### src/rtl/sp_ram_arbiter.sv
// rtl/sp_ram_arbiter.sv - two-requester arbiter with lock in front of a single-port bypass RAM
// Optional feature macro: SP_ARB_FIXED_PRIO_EN (fixed priority, port A wins ties)
module sp_ram_arbiter #(
  parameter int ADDR_W = 9,
  parameter int DATA_W = 8
) (
  input  logic              clk,
  input  logic              rst_n,
  input  logic              a_req,
  input  logic              a_we,
  input  logic              a_lock,
  input  logic [ADDR_W-1:0] a_addr,
  input  logic [DATA_W-1:0] a_wdata,
  input  logic              b_req,
  input  logic              b_we,
  input  logic              b_lock,
  input  logic [ADDR_W-1:0] b_addr,
  input  logic [DATA_W-1:0] b_wdata,
  output logic              a_gnt,
  output logic              a_rvalid,
  output logic [DATA_W-1:0] a_rdata,
  output logic              b_gnt,
  output logic              b_rvalid,
  output logic [DATA_W-1:0] b_rdata,
  output logic              ram_ce,
  output logic              ram_oce,
  output logic              ram_wre,
  output logic              ram_reset,
  output logic [ADDR_W-1:0] ram_ad,
  output logic [DATA_W-1:0] ram_din,
  input  logic [DATA_W-1:0] ram_dout
);

  typedef enum logic [1:0] {
    ST_IDLE  = 2'd0,
    ST_OWN_A = 2'd1,
    ST_OWN_B = 2'd2
  } state_t;

  state_t r_state;
  logic   r_a_rvalid;
  logic   r_b_rvalid;
  logic   w_a_gnt;
  logic   w_b_gnt;
  logic   w_tie_a;

`ifdef SP_ARB_FIXED_PRIO_EN
  assign w_tie_a = 1'b1;
`else
  logic r_last_b;

  // Round-robin memory: remembers which port was granted most recently
  always_ff @(posedge clk or negedge rst_n) begin
    if (!rst_n) begin
      r_last_b <= 1'b1;
    end else if (w_a_gnt) begin
      r_last_b <= 1'b0;
    end else if (w_b_gnt) begin
      r_last_b <= 1'b1;
    end
  end

  assign w_tie_a = r_last_b;
`endif

  // Grant decision: owner-only while locked, otherwise single requester or tie-break
  always_comb begin
    w_a_gnt = 1'b0;
    w_b_gnt = 1'b0;
    if (rst_n) begin
      case (r_state)
        ST_OWN_A: w_a_gnt = a_req;
        ST_OWN_B: w_b_gnt = b_req;
        default: begin
          if (a_req && b_req) begin
            w_a_gnt = w_tie_a;
            w_b_gnt = !w_tie_a;
          end else begin
            w_a_gnt = a_req;
            w_b_gnt = b_req;
          end
        end
      endcase
    end
  end

  // Lock FSM plus read-valid pulses one cycle after each granted read
  always_ff @(posedge clk or negedge rst_n) begin
    if (!rst_n) begin
      r_state    <= ST_IDLE;
      r_a_rvalid <= 1'b0;
      r_b_rvalid <= 1'b0;
    end else begin
      r_a_rvalid <= w_a_gnt && !a_we;
      r_b_rvalid <= w_b_gnt && !b_we;
      case (r_state)
        ST_OWN_A: if (!a_lock) r_state <= ST_IDLE;
        ST_OWN_B: if (!b_lock) r_state <= ST_IDLE;
        default: begin
          if (w_a_gnt && a_lock) begin
            r_state <= ST_OWN_A;
          end else if (w_b_gnt && b_lock) begin
            r_state <= ST_OWN_B;
          end
        end
      endcase
    end
  end

  assign a_gnt     = w_a_gnt;
  assign b_gnt     = w_b_gnt;
  assign a_rvalid  = r_a_rvalid;
  assign b_rvalid  = r_b_rvalid;
  assign a_rdata   = ram_dout;
  assign b_rdata   = ram_dout;

  assign ram_ce    = w_a_gnt | w_b_gnt;
  assign ram_wre   = (w_a_gnt & a_we) | (w_b_gnt & b_we);
  assign ram_ad    = w_b_gnt ? b_addr : a_addr;
  assign ram_din   = w_b_gnt ? b_wdata : a_wdata;
  assign ram_oce   = 1'b1;
  assign ram_reset = 1'b0;

endmodule

### config.mk
export PLATFORM = sky130hd
export DESIGN_NAME = sp_ram_arbiter
export DESIGN_NICKNAME = d
export VERILOG_FILES = /design/src/rtl/sp_ram_arbiter.sv
export SDC_FILE = /design/constraint.sdc
export NUM_CORES = 1
export LEC_CHECK = 0
export CORE_MARGIN = 4
export CORE_UTILIZATION = 28
export CTS_CLUSTER_DIAMETER = 150
export DETAILED_ROUTE_END_ITERATION = 7
export GPL_ROUTABILITY_DRIVEN = 0
export MAX_ROUTING_LAYER = met4
export PLACE_DENSITY = 0.95
export SYNTH_ARGS = -nofsm -noshare
export SYNTH_HDL_FRONTEND = slang
export SYNTH_SLANG_ARGS = --single-unit
### constraint.sdc
create_clock -name clk -period 3.25 [get_ports clk]
set_input_delay 0.65 -clock clk [delete_from_list [all_inputs] [get_ports clk]]
set_output_delay 0.65 -clock clk [all_outputs]
set_load 0.02 [all_outputs]
# --- Word-level counts from Yosys, hierarchy flattened ---
# Index checks and enable logic that the tools add are counted.
word_totals:
  reg_bits: 5
  input_bits: 50
  output_inout_bits: 41
  wordCells: 38
classes:
  n_eq_ne: 4
  mux: 15
  n_bitwise: 4
  reduce_logical: 11
ops:
  columns: ["operator", "count"]
  rows:
  - ["9-bit 2-to-1 mux", 1]
  - ["2-bit 2-to-1 mux", 4]
  - ["8-bit 2-to-1 mux", 1]
  - ["1-bit 2-to-1 mux", 6]
  - ["1-bit logical AND", 5]
  - ["2-bit inequality test (second input constant)", 2]
  - ["1-bit one-hot mux with 2 select lines", 2]
  - ["2-bit one-hot mux with 2 select lines", 1]
  - ["4-bit nonzero test", 1]
  - ["1-bit zero test", 3]
  - ["3-bit AND reduction", 1]
  - ["1-bit AND", 2]
  - ["2-bit by 1-bit equality test with 1-bit output (second input constant)", 1]
  - ["2-bit equality test (second input constant)", 1]
  - ["1-bit bitwise OR", 2]
  - ["2-bit nonzero test", 1]

# --- Depth between registers and ports, before layout ---
# Gate-level depths: netlist of run 1.
depth:
  word_depth: 8
  depth_mapped: 7
  ltp_nobuf: 6

# --- Worst setup path before layout of run 1 ---
# OpenSTA, ideal clock, no wires.
synth_path:
  path_type: "register to output"
  startpoint: "register r_state[0]"
  endpoint: "output port ram_wre"
  arrival_time_ps: 1747
  required_ps: 2600
  slack_ps: 853
  stages_incl_launch_ff: 8
  path_buffers: 1
  cell_sequence: "dfrtp_1 -> inv_1 -> ha_1 -> and3_1 -> or2_4 -> buf_6 -> inv_1 -> a22o_1"
synth_via:
  elab_chain_len: 5
  elab_cells_between_ends: 9
  classes_between: "eq/ne (2); mux (4); bitwise (3)"
synth_lines:
  columns: ["element", "line", "text"]
  rows:
  - ["from (decl)", "40", "state_t r_state;"]
  - ["from (signal assigned)", "90", "r_state <= ST_IDLE;"]
  - ["from (signal assigned)", "97", "ST_OWN_A: if (!a_lock) r_state <= ST_IDLE;"]
  - ["from (signal assigned)", "98", "ST_OWN_B: if (!b_lock) r_state <= ST_IDLE;"]
  - ["2-bit equality test / 2-bit by 1-bit equality test with 1-bit output (equally long branches)", "71", "case (r_state)"]
  - ["1-bit one-hot mux with 2 select lines *", "71", null]
  - ["1-bit 2-to-1 mux *", "70", "if (rst_n) begin"]
  - ["via b_gnt", "22", "output logic b_gnt,"]
  - ["1-bit AND *", "118", "assign ram_wre = (w_a_gnt & a_we) | (w_b_gnt & b_we);"]
  - ["1-bit bitwise OR *", "118", null]
  - ["to (decl)", "27", "output logic ram_wre,"]
# Mark *: on every way through the listed nets, which the timed path passes. The rest lies on a longest branch.

# --- Worst setup path in the final report of run 1 ---
layout_path:
  startpoint: "input port b_req"
  endpoint: "output port ram_din[4]"
layout_via:
  elab_chain_len: 5
layout_lines:
  columns: ["element", "line", "text"]
  rows:
  - ["from (decl)", "14", "input logic b_req,"]
  - ["1-bit logical AND", "75", "if (a_req && b_req) begin"]
  - ["1-bit 2-to-1 mux", "75", null]
  - ["1-bit one-hot mux with 2 select lines *", "71", null]
  - ["1-bit 2-to-1 mux *", "70", null]
  - ["8-bit 2-to-1 mux *", "120", "assign ram_din = w_b_gnt ? b_wdata : a_wdata;"]
  - ["to (decl)", "30", "output logic [DATA_W-1:0] ram_din,"]
# Mark *: on every way between the ends. The rest lies on a longest branch, timed or not.

==> impl_table.tex, run 1 <==
\begin{tabular}{lr}
\hline
Metric & Value \\
\hline
\multicolumn{2}{l}{\textbf{Floorplanning}} \\
Floorplan row count & 18 \\
CORE AREA & about 0.0025 sq mm \\
Horizontal die dimension & 59.00 um \\
Die height & 59.00 um \\
Starting Density & 29.39\% \\
Ports & 91 \\
Area of the die & 0.003480 sq mm \\
\multicolumn{2}{l}{\textbf{Worst setup path}} \\
CP max stage delay & 550 ps \\
Worst Setup Path Type & in -> out \\
Critical path's slowest cell & sky130\_fd\_sc\_hd\_\_clkdlybuf4s50\_1 \\
Data required time of the critical path & approximately 2600 ps \\
Largest fanout on the critical path & 10 \\
Buffering stage count on the worst path with inverters included & 2 \\
Crit-path leading delay family & buffers and inverters \\
Kind of start point of the critical path & input pin \\
Most numerous cell on the critical path & sky130\_fd\_sc\_hd\_\_clkdlybuf4s50\_1 \\
Critical path, cell by cell & clkdlybuf4s50\_1 > o211ai\_2 > or2\_4 > mux2\_4 > clkdlybuf4s50\_1 \\
Arrival time reported for the critical path endpoint & $\sim$2500 ps \\
Type of element capturing the critical path & output pin \\
\multicolumn{2}{l}{\textbf{CTS}} \\
Cts bufs inserted & 3 \\
H-tree depth & 1 \\
Count of hold-fix buffers inserted at cts & 0 \\
Post-CTS setup-driven buffer insertion count & 0 \\
Clock root buffer master & sky130\_fd\_sc\_hd\_\_clkbuf\_4 \\
Clock transition at the registers of the reported paths & about 50 ps \\
TritonCTS clock tree & yes \\
Number of buffers on the longest clock path & 2 \\
Sink Count & 5 \\
Clock latency on the worst-skew pair & $\sim$250 ps \\
\multicolumn{2}{l}{\textbf{Final layout}} \\
Net count reported at finish & $\sim$180 \\
Most common cell after layout, fill and taps aside & sky130\_fd\_sc\_hd\_\_clkdlybuf4s50\_1 \\
Leading cell types in the layout, fill and taps excluded & sky130\_fd\_sc\_hd\_\_clkdlybuf4s50\_1 (64), sky130\_fd\_sc\_hd\_\_mux2\_4 (17), sky130\_fd\_sc\_hd\_\_inv\_1 (6), sky130\_fd\_sc\_hd\_\_dfrtp\_1 (4) \\
Share of post-route cells with drive strength above 1 & just over 20\% \\
Synth-to-layout area growth & 77.32\% \\
Number of standard cells in the final layout excluding fillers & $\sim$150 \\
Antenna fix cells & 0 \\
Final core occ & between 50\% and 60\% \\
\multicolumn{2}{l}{\textbf{Yosys}} \\
Post-Syn Nets & 125 \\
Avg Inst Size Synth & 9.975 sq um \\
Cell area after synthesis & $\sim$730 sq um \\
Cell variety after synth & 24 \\
Synthesized instance count & 73 \\
Warning count from the yosys run & 0 \\
\#FFs+latches synth & 5 \\
Sequential cell area fraction in the yosys report & between 10\% and 20\% \\
\multicolumn{2}{l}{\textbf{Route}} \\
DRC violations left & 0 \\
First-pass iteration count of the detailed router & 2 \\
Per-cell via count in the routed design & roughly 4.6 \\
Total number of vias & 707 \\
Routed wire length per instance & between 15 and 20 um \\
Violation count after the first detailed-routing iteration & 18 \\
Detailed-route wire length & 2.372 mm \\
Count of antenna-violating nets left after detailed routing & 0 \\
\multicolumn{2}{l}{\textbf{Place}} \\
Half-perimeter wire length after placement & 1.905 mm \\
Number of buffers added on ports & 64 \\
Total instance count after detailed placement & between 100 and 150 \\
\multicolumn{2}{l}{\textbf{Timing}} \\
Setup skew after layout & 1.539 ps \\
Total Negative Setup Slacks & 0 ps \\
Total setup violations reported at the end of the flow & 0 \\
Fin. max-slew vios & 0 \\
Count of endpoints failing hold in the final timing report & 0 \\
Crit share post-route & 97.28\% \\
Post-route minimum period & 3161 ps \\
Upper clock frequency limit & about 320 MHz \\
RSZ-0062 raised after global routing & false \\
\multicolumn{2}{l}{\textbf{Global routing}} \\
Total congestion overflow after global routing & 0 \\
Global-route wire length before repair & between 3 and 4 mm \\
GRT Total Usage & 13.27\% \\
Via count of the first global-routing pass & between 700 and 800 \\
Antenna violations before repair & 0 \\
Largest net degree at the start of global routing & 21 \\
\multicolumn{2}{l}{\textbf{Run}} \\
Max-capacitance violation count & 0 \\
\multicolumn{2}{l}{\textbf{Power and ir drop}} \\
Worst vdd rail ir drop & 391.1 uV \\
Leakage & 0.6002 nW \\
Total power density per cell area & 526.8 mW/mm\^{}2 \\
\multicolumn{2}{l}{\textbf{Run status}} \\
Status & completed \\
\multicolumn{2}{l}{\textbf{Hold path}} \\
Worst hold path type & reg -> reg \\
\hline
\end{tabular}
cell families after synthesis:
logic type               after synthesis  share of synthesized area, %
buffers and inverters                 26                         24.74
adder cells (fa/ha/maj)                2                         3.436
flip-flops                             5                         17.36
other                                  2                         1.031
AO/OA/AOI/OAI                          9                         9.794
AND/OR/NAND/NOR                       12                         8.592
multiplexers                          17                         35.05
flip-flops by register name (all words and copies together) (netlist names):
| signal | flops |
|---|---|
| r_state | 2 |
| a_rvalid | 1 |
| b_rvalid | 1 |
| r_last_b | 1 |
metal layers:
metal	track usage (%)	wire, um	vias up
met4	8.414	57	0
met2	23.82	1215	44
met3	2.614	277	9
li1	-	-	328
met1	12.86	821	326
met5	-	0	-
timing repair:
action                                  4_1_cts  5_1_grt
resized for setup                             0        1
hold endpoints to repair                      0        0
endpoints found under the setup margin        0       18
where the power goes:
part	switching (W)	total, W	leakage, nW	internal, W
Combinational	0.000228	0.000501	0.521	0.000273
Clock	0.0000302	0.0000769	0.0150	0.0000467
Sequential	0.0000145	0.000102	0.0644	0.0000874
Total	0.000273	0.000680	0.600	0.000407
path summary, 6_finish.rpt:
| kind | slack [ps] | startpoint | end | cells past startpoint |
|---|---|---|---|---|
| hold reg to reg | 490 | r_last_b$_DFFE_PN1P_ | r_last_b$_DFFE_PN1P_ | 2 |
| max in group asynchronous | 2330 | rst_n | r_last_b$_DFFE_PN1P_ | 2 |
| hold / removal | 490 | r_last_b$_DFFE_PN1P_ | r_last_b$_DFFE_PN1P_ | 2 |
| min in group asynchronous | 720 | rst_n | r_state[0]$_DFFE_PN0P_ | 2 |
| setup / recovery | 90 | b_req | ram_din[4] | 5 |
| setup reg to reg | 1620 | r_state[0]$_DFFE_PN0P_ | r_state[0]$_DFFE_PN0P_ | 5 |
worst register-to-register path, cell delays in order, from the launching register on:
cell and delay (ps):
sky130_fd_sc_hd__dfrtp_1 360, sky130_fd_sc_hd__inv_1 50, sky130_fd_sc_hd__ha_1 360, sky130_fd_sc_hd__and3_1 250, sky130_fd_sc_hd__nor4_1 320, sky130_fd_sc_hd__o22ai_1 150
synth_stat cells, drive strengths merged:
library cell  instances  area [sq um]
nand2                 3         11.26
nor2                  3         11.26
nand3                 1         5.000
o211ai                1         12.51
nor4                  1         6.260
conb                  2         7.510
or2                   1         8.760
a211o                 1         8.760
dfstp                 1         26.28
o22a                  1         8.760
inv                   6         22.52
nor2b                 1         6.260
o21a                  1         7.510
o21ai                 1         5.000
a22o                  2         17.52
mux2                 17         255.2
nand3b                1         7.510
dfrtp                 4         100.1
a21oi                 1         5.000
and3                  1         6.260
buf                  20         157.7
o22ai                 1         6.260
ha                    2         25.02
metrics by stage:
| step | hold slack [ps] | setup WS [ps] | power [W] | cell area [sq um] |
|---|---|---|---|---|
| CTS | 489.2 | 26.16 | 0.0006765 | 1282 |
| finish | 485.5 | 88.55 | 0.0006802 | 1291 |
| detailed placement | 481.6 | 25.96 | 0.0005958 | 1256 |
| global placement | 458.8 | 68.43 | 0.0005770 | 1256 |
| floorplan | 354.4 | 853.5 | 0.0004369 | 728.2 |
| global route | 495.0 | 24.41 | 0.0007207 | 1291 |
layout make-up:
type / count / area [sq um]
clock buffer: 4 / 26.28
inverter: 6 / 22.52
sequential: 5 / 126.4
multi-input combinational: 43 / 430.4
timing repair buffer: 65 / 648.1
tap: 30 / 37.54
fill: 233 / 1186
(Power assumes the default switching activity.)
==> inputs of run 2 (changes only) <==
clock period = 3.65 ns   (was 3.25 ns; I/O delays follow)
==> impl_table.tex, run 2 (same netlist as run 1, synthesis figures left out) <==
\begin{tabular}{lr}
\hline
Metric & Value \\
\hline
\multicolumn{2}{l}{\textbf{Worst setup path}} \\
Setup slack on the worst flop-to-flop path & 2020 ps (was 1620 ps) \\
Worst Setup Path Type & in -> out (unchanged) \\
Data required time of the critical path & 2920 ps (was 2600 ps) \\
Type of element capturing the critical path & output pin (unchanged) \\
Arrival time reported for the critical path endpoint & 2680 ps (was 2510 ps) \\
Kind of start point of the critical path & input pin (unchanged) \\
Largest fanout on the critical path & 20 (was 10) \\
R2r startpoint & r\_state[0]\$\_DFFE\_PN0P\_ (unchanged) \\
Worst r2r dst & r\_state[0]\$\_DFFE\_PN0P\_ (unchanged) \\
Count of cells along the worst register-to-register path & 5 (unchanged) \\
\multicolumn{2}{l}{\textbf{Power and ir drop}} \\
Switching power as a share of total power & 39.58\% (was 40.12\%) \\
Net load switching power & 0.0002350 W (was 0.0002729 W) \\
Worst vdd rail ir drop & 309.2 uV (was 391.1 uV) \\
Total internal power & 0.0003588 W (was 0.0004073 W) \\
Leakage & 0.5974 nW (was 0.6002 nW) \\
Sequential cell fraction of total power & 15.4\% (was 15.0\%) \\
Combinational fraction of design power & 73.6\% (was 73.7\%) \\
Overall power after layout & 0.0005938 W (was 0.0006802 W) \\
Clock power share & 11.0\% (was 11.3\%) \\
Total power density per cell area & 463.0 mW/mm\^{}2 (was 526.8 mW/mm\^{}2) \\
\multicolumn{2}{l}{\textbf{CTS}} \\
H-tree depth & 1 (unchanged) \\
Count of hold-fix buffers inserted at cts & 0 (unchanged) \\
Clock transition at the registers of the reported paths & 40 ps (was 50 ps) \\
Number of buffers on the longest clock path & 2 (unchanged) \\
Post-CTS setup-driven buffer insertion count & 0 (unchanged) \\
TritonCTS clock tree & yes (unchanged) \\
PostCTS Resize Cnt & 0 (unchanged) \\
Cts bufs inserted & 3 (unchanged) \\
Sink Count & 5 (unchanged) \\
Clock latency on the worst-skew pair & 250 ps (about the same) \\
Clock root buffer master & sky130\_fd\_sc\_hd\_\_clkbuf\_4 (unchanged) \\
\multicolumn{2}{l}{\textbf{Place}} \\
Half-perimeter wire length after placement & 1.971 mm (was 1.905 mm) \\
Number of buffers added on ports & 64 (unchanged) \\
\multicolumn{2}{l}{\textbf{Timing}} \\
RSZ-0062 raised after global routing & false (unchanged) \\
Count of endpoints failing hold in the final timing report & 0 (unchanged) \\
Upper clock frequency limit & $\sim$290 MHz \\
Crit share post-route & 93.41\% \\
Fin. max-slew vios & 0 (unchanged) \\
Total setup violations reported at the end of the flow & 0 (unchanged) \\
Setup skew after layout & 2.573 ps (was 1.539 ps) \\
Total Negative Setup Slacks & 0 ps (unchanged) \\
Hold slack final & 483.3 ps (was 485.5 ps) \\
Post-route minimum period & between 3000 and 4000 ps \\
\multicolumn{2}{l}{\textbf{Final layout}} \\
Net count reported at finish & 175 (was 176) \\
Register ranked first by flip-flop count & r\_state (unchanged) \\
Antenna fix cells & 0 (unchanged) \\
Max reg flops & 2 (unchanged) \\
Most common cell after layout, fill and taps aside & sky130\_fd\_sc\_hd\_\_clkdlybuf4s50\_1 (unchanged) \\
Leading cell types in the layout, fill and taps excluded & sky130\_fd\_sc\_hd\_\_clkdlybuf4s50\_1 (64), sky130\_fd\_sc\_hd\_\_mux2\_4 (17), sky130\_fd\_sc\_hd\_\_inv\_1 (6), sky130\_fd\_sc\_hd\_\_dfrtp\_1 (4) (unchanged) \\
Fill cell instance count of the final layout & 228 (was 233) \\
Share of post-route cells with drive strength above 1 & 19.67\% (was 20.33\%) \\
Synth-to-layout area growth & 76.12\% (was 77.32\%) \\
\multicolumn{2}{l}{\textbf{Floorplanning}} \\
Ports & 91 (unchanged) \\
Area of the die & 0.003480 sq mm (unchanged) \\
CORE AREA & 0.002477 sq mm (unchanged) \\
Die height & 59.00 um (unchanged) \\
Floorplan row count & 18 (unchanged) \\
Starting Density & 29.39\% (unchanged) \\
Horizontal die dimension & 59.00 um (unchanged) \\
\multicolumn{2}{l}{\textbf{Run status}} \\
Status & completed (unchanged) \\
\multicolumn{2}{l}{\textbf{Global routing}} \\
Met2 Track Usage GR & 23.50\% (was 23.82\%) \\
Via count of the first global-routing pass & 743 (was 721) \\
Antenna violations before repair & 0 (unchanged) \\
Total congestion overflow after global routing & 0 (unchanged) \\
Largest net degree at the start of global routing & 21 (unchanged) \\
Met1 track demand over resource & 13.33\% (was 12.86\%) \\
Global-route wire length before repair & 3.450 mm (was 3.381 mm) \\
Met3 GRT Util & 3.050\% (was 2.614\%) \\
Most used routing layer in global routing & met2 (unchanged) \\
GRT Total Usage & 13.43\% (was 13.27\%) \\
\multicolumn{2}{l}{\textbf{Hold path}} \\
Worst hold path type & reg -> reg (unchanged) \\
Hold path endpoint & r\_last\_b\$\_DFFE\_PN1P\_ (unchanged) \\
Cell depth of the worst hold path & 2 (unchanged) \\
Worst min-delay path startpoint & r\_last\_b\$\_DFFE\_PN1P\_ (unchanged) \\
\multicolumn{2}{l}{\textbf{Route}} \\
DRC violations left & 0 (unchanged) \\
Detailed-route wire length & 2.325 mm (was 2.372 mm) \\
Per-cell via count in the routed design & 4.638 (was 4.621) \\
Total number of vias & 705 (was 707) \\
Violation count after the first detailed-routing iteration & 7 (was 18) \\
Count of antenna-violating nets left after detailed routing & 0 (unchanged) \\
Routed wire length per instance & 15.30 um (was 15.50 um) \\
First-pass iteration count of the detailed router & 4 (was 2) \\
\multicolumn{2}{l}{\textbf{Run}} \\
Max-capacitance violation count & 0 (unchanged) \\
\hline
\end{tabular}
[run 2: worst max-delay path by stage]
stage / start / endpoint / slack [ps] / cells past startpoint
6_report: a_req / ram_wre / 240 / 6
5_1_grt: a_req / ram_wre / 130 / 6
2_1_floorplan: r_state[0]$_DFFE_PN0P_ / ram_wre / 1170 / 7
3_5_place_dp: a_req / ram_wre / 240 / 6
3_3_place_gp: a_req / ram_wre / 310 / 6
4_1_cts: a_req / ram_wre / 240 / 6
[run 2: per-layer routing]
metal | wire length, um | share of wire [%]
met1 | 785 | 34
met2 | 1190 | 51
met3 | 273 | 12
met4 | 76 | 3.3
met5 | 0 | 0
[run 2: cell type report]
cell class	instances	area [sq um]	share of cell area (%)
Tap cell	30	37.54	2.927
Clock buffer	4	26.28	2.049
Multi-Input combinational cell	42	421.7	32.88
Timing Repair Buffer	65	648.1	50.54
Inverter	6	22.52	1.756
Sequential cell	5	126.4	9.854
[run 2: power by group through the flow]
| stage | registers [W] | logic (W) | clock network (W) |
|---|---|---|---|
| 2_1_floorplan | 0.0000912 | 0.000298 | 0 |
| 3_3_place_gp | 0.0000891 | 0.000425 | 0 |
| 3_5_place_dp | 0.0000909 | 0.000437 | 0 |
| 4_1_cts | 0.0000902 | 0.000439 | 0.0000682 |
| 5_1_grt | 0.0000943 | 0.000467 | 0.0000714 |
| 6_report | 0.0000914 | 0.000437 | 0.0000652 |
[run 2: per-stage QoR]
| step | setup WS, ps | utilization (%) | area [sq um] | std cells |
|---|---|---|---|---|
| global placement | 310.4 | 50.71 | 1256 | 148 |
| finish | 240.7 | 51.77 | 1282 | 152 |
| global route | 133.8 | 51.77 | 1282 | 152 |
| CTS | 236.2 | 51.77 | 1282 | 152 |
| detailed placement | 235.5 | 50.71 | 1256 | 148 |
| floorplan | 1174 | - | 728.2 | 73 |
[run 2: critical path, stage by stage]
cell and delay (ps):
sky130_fd_sc_hd__clkdlybuf4s50_1 500, sky130_fd_sc_hd__and3_1 190, sky130_fd_sc_hd__or2_4 360, sky130_fd_sc_hd__inv_1 110
sky130_fd_sc_hd__a22o_1 250, sky130_fd_sc_hd__clkdlybuf4s50_1 540
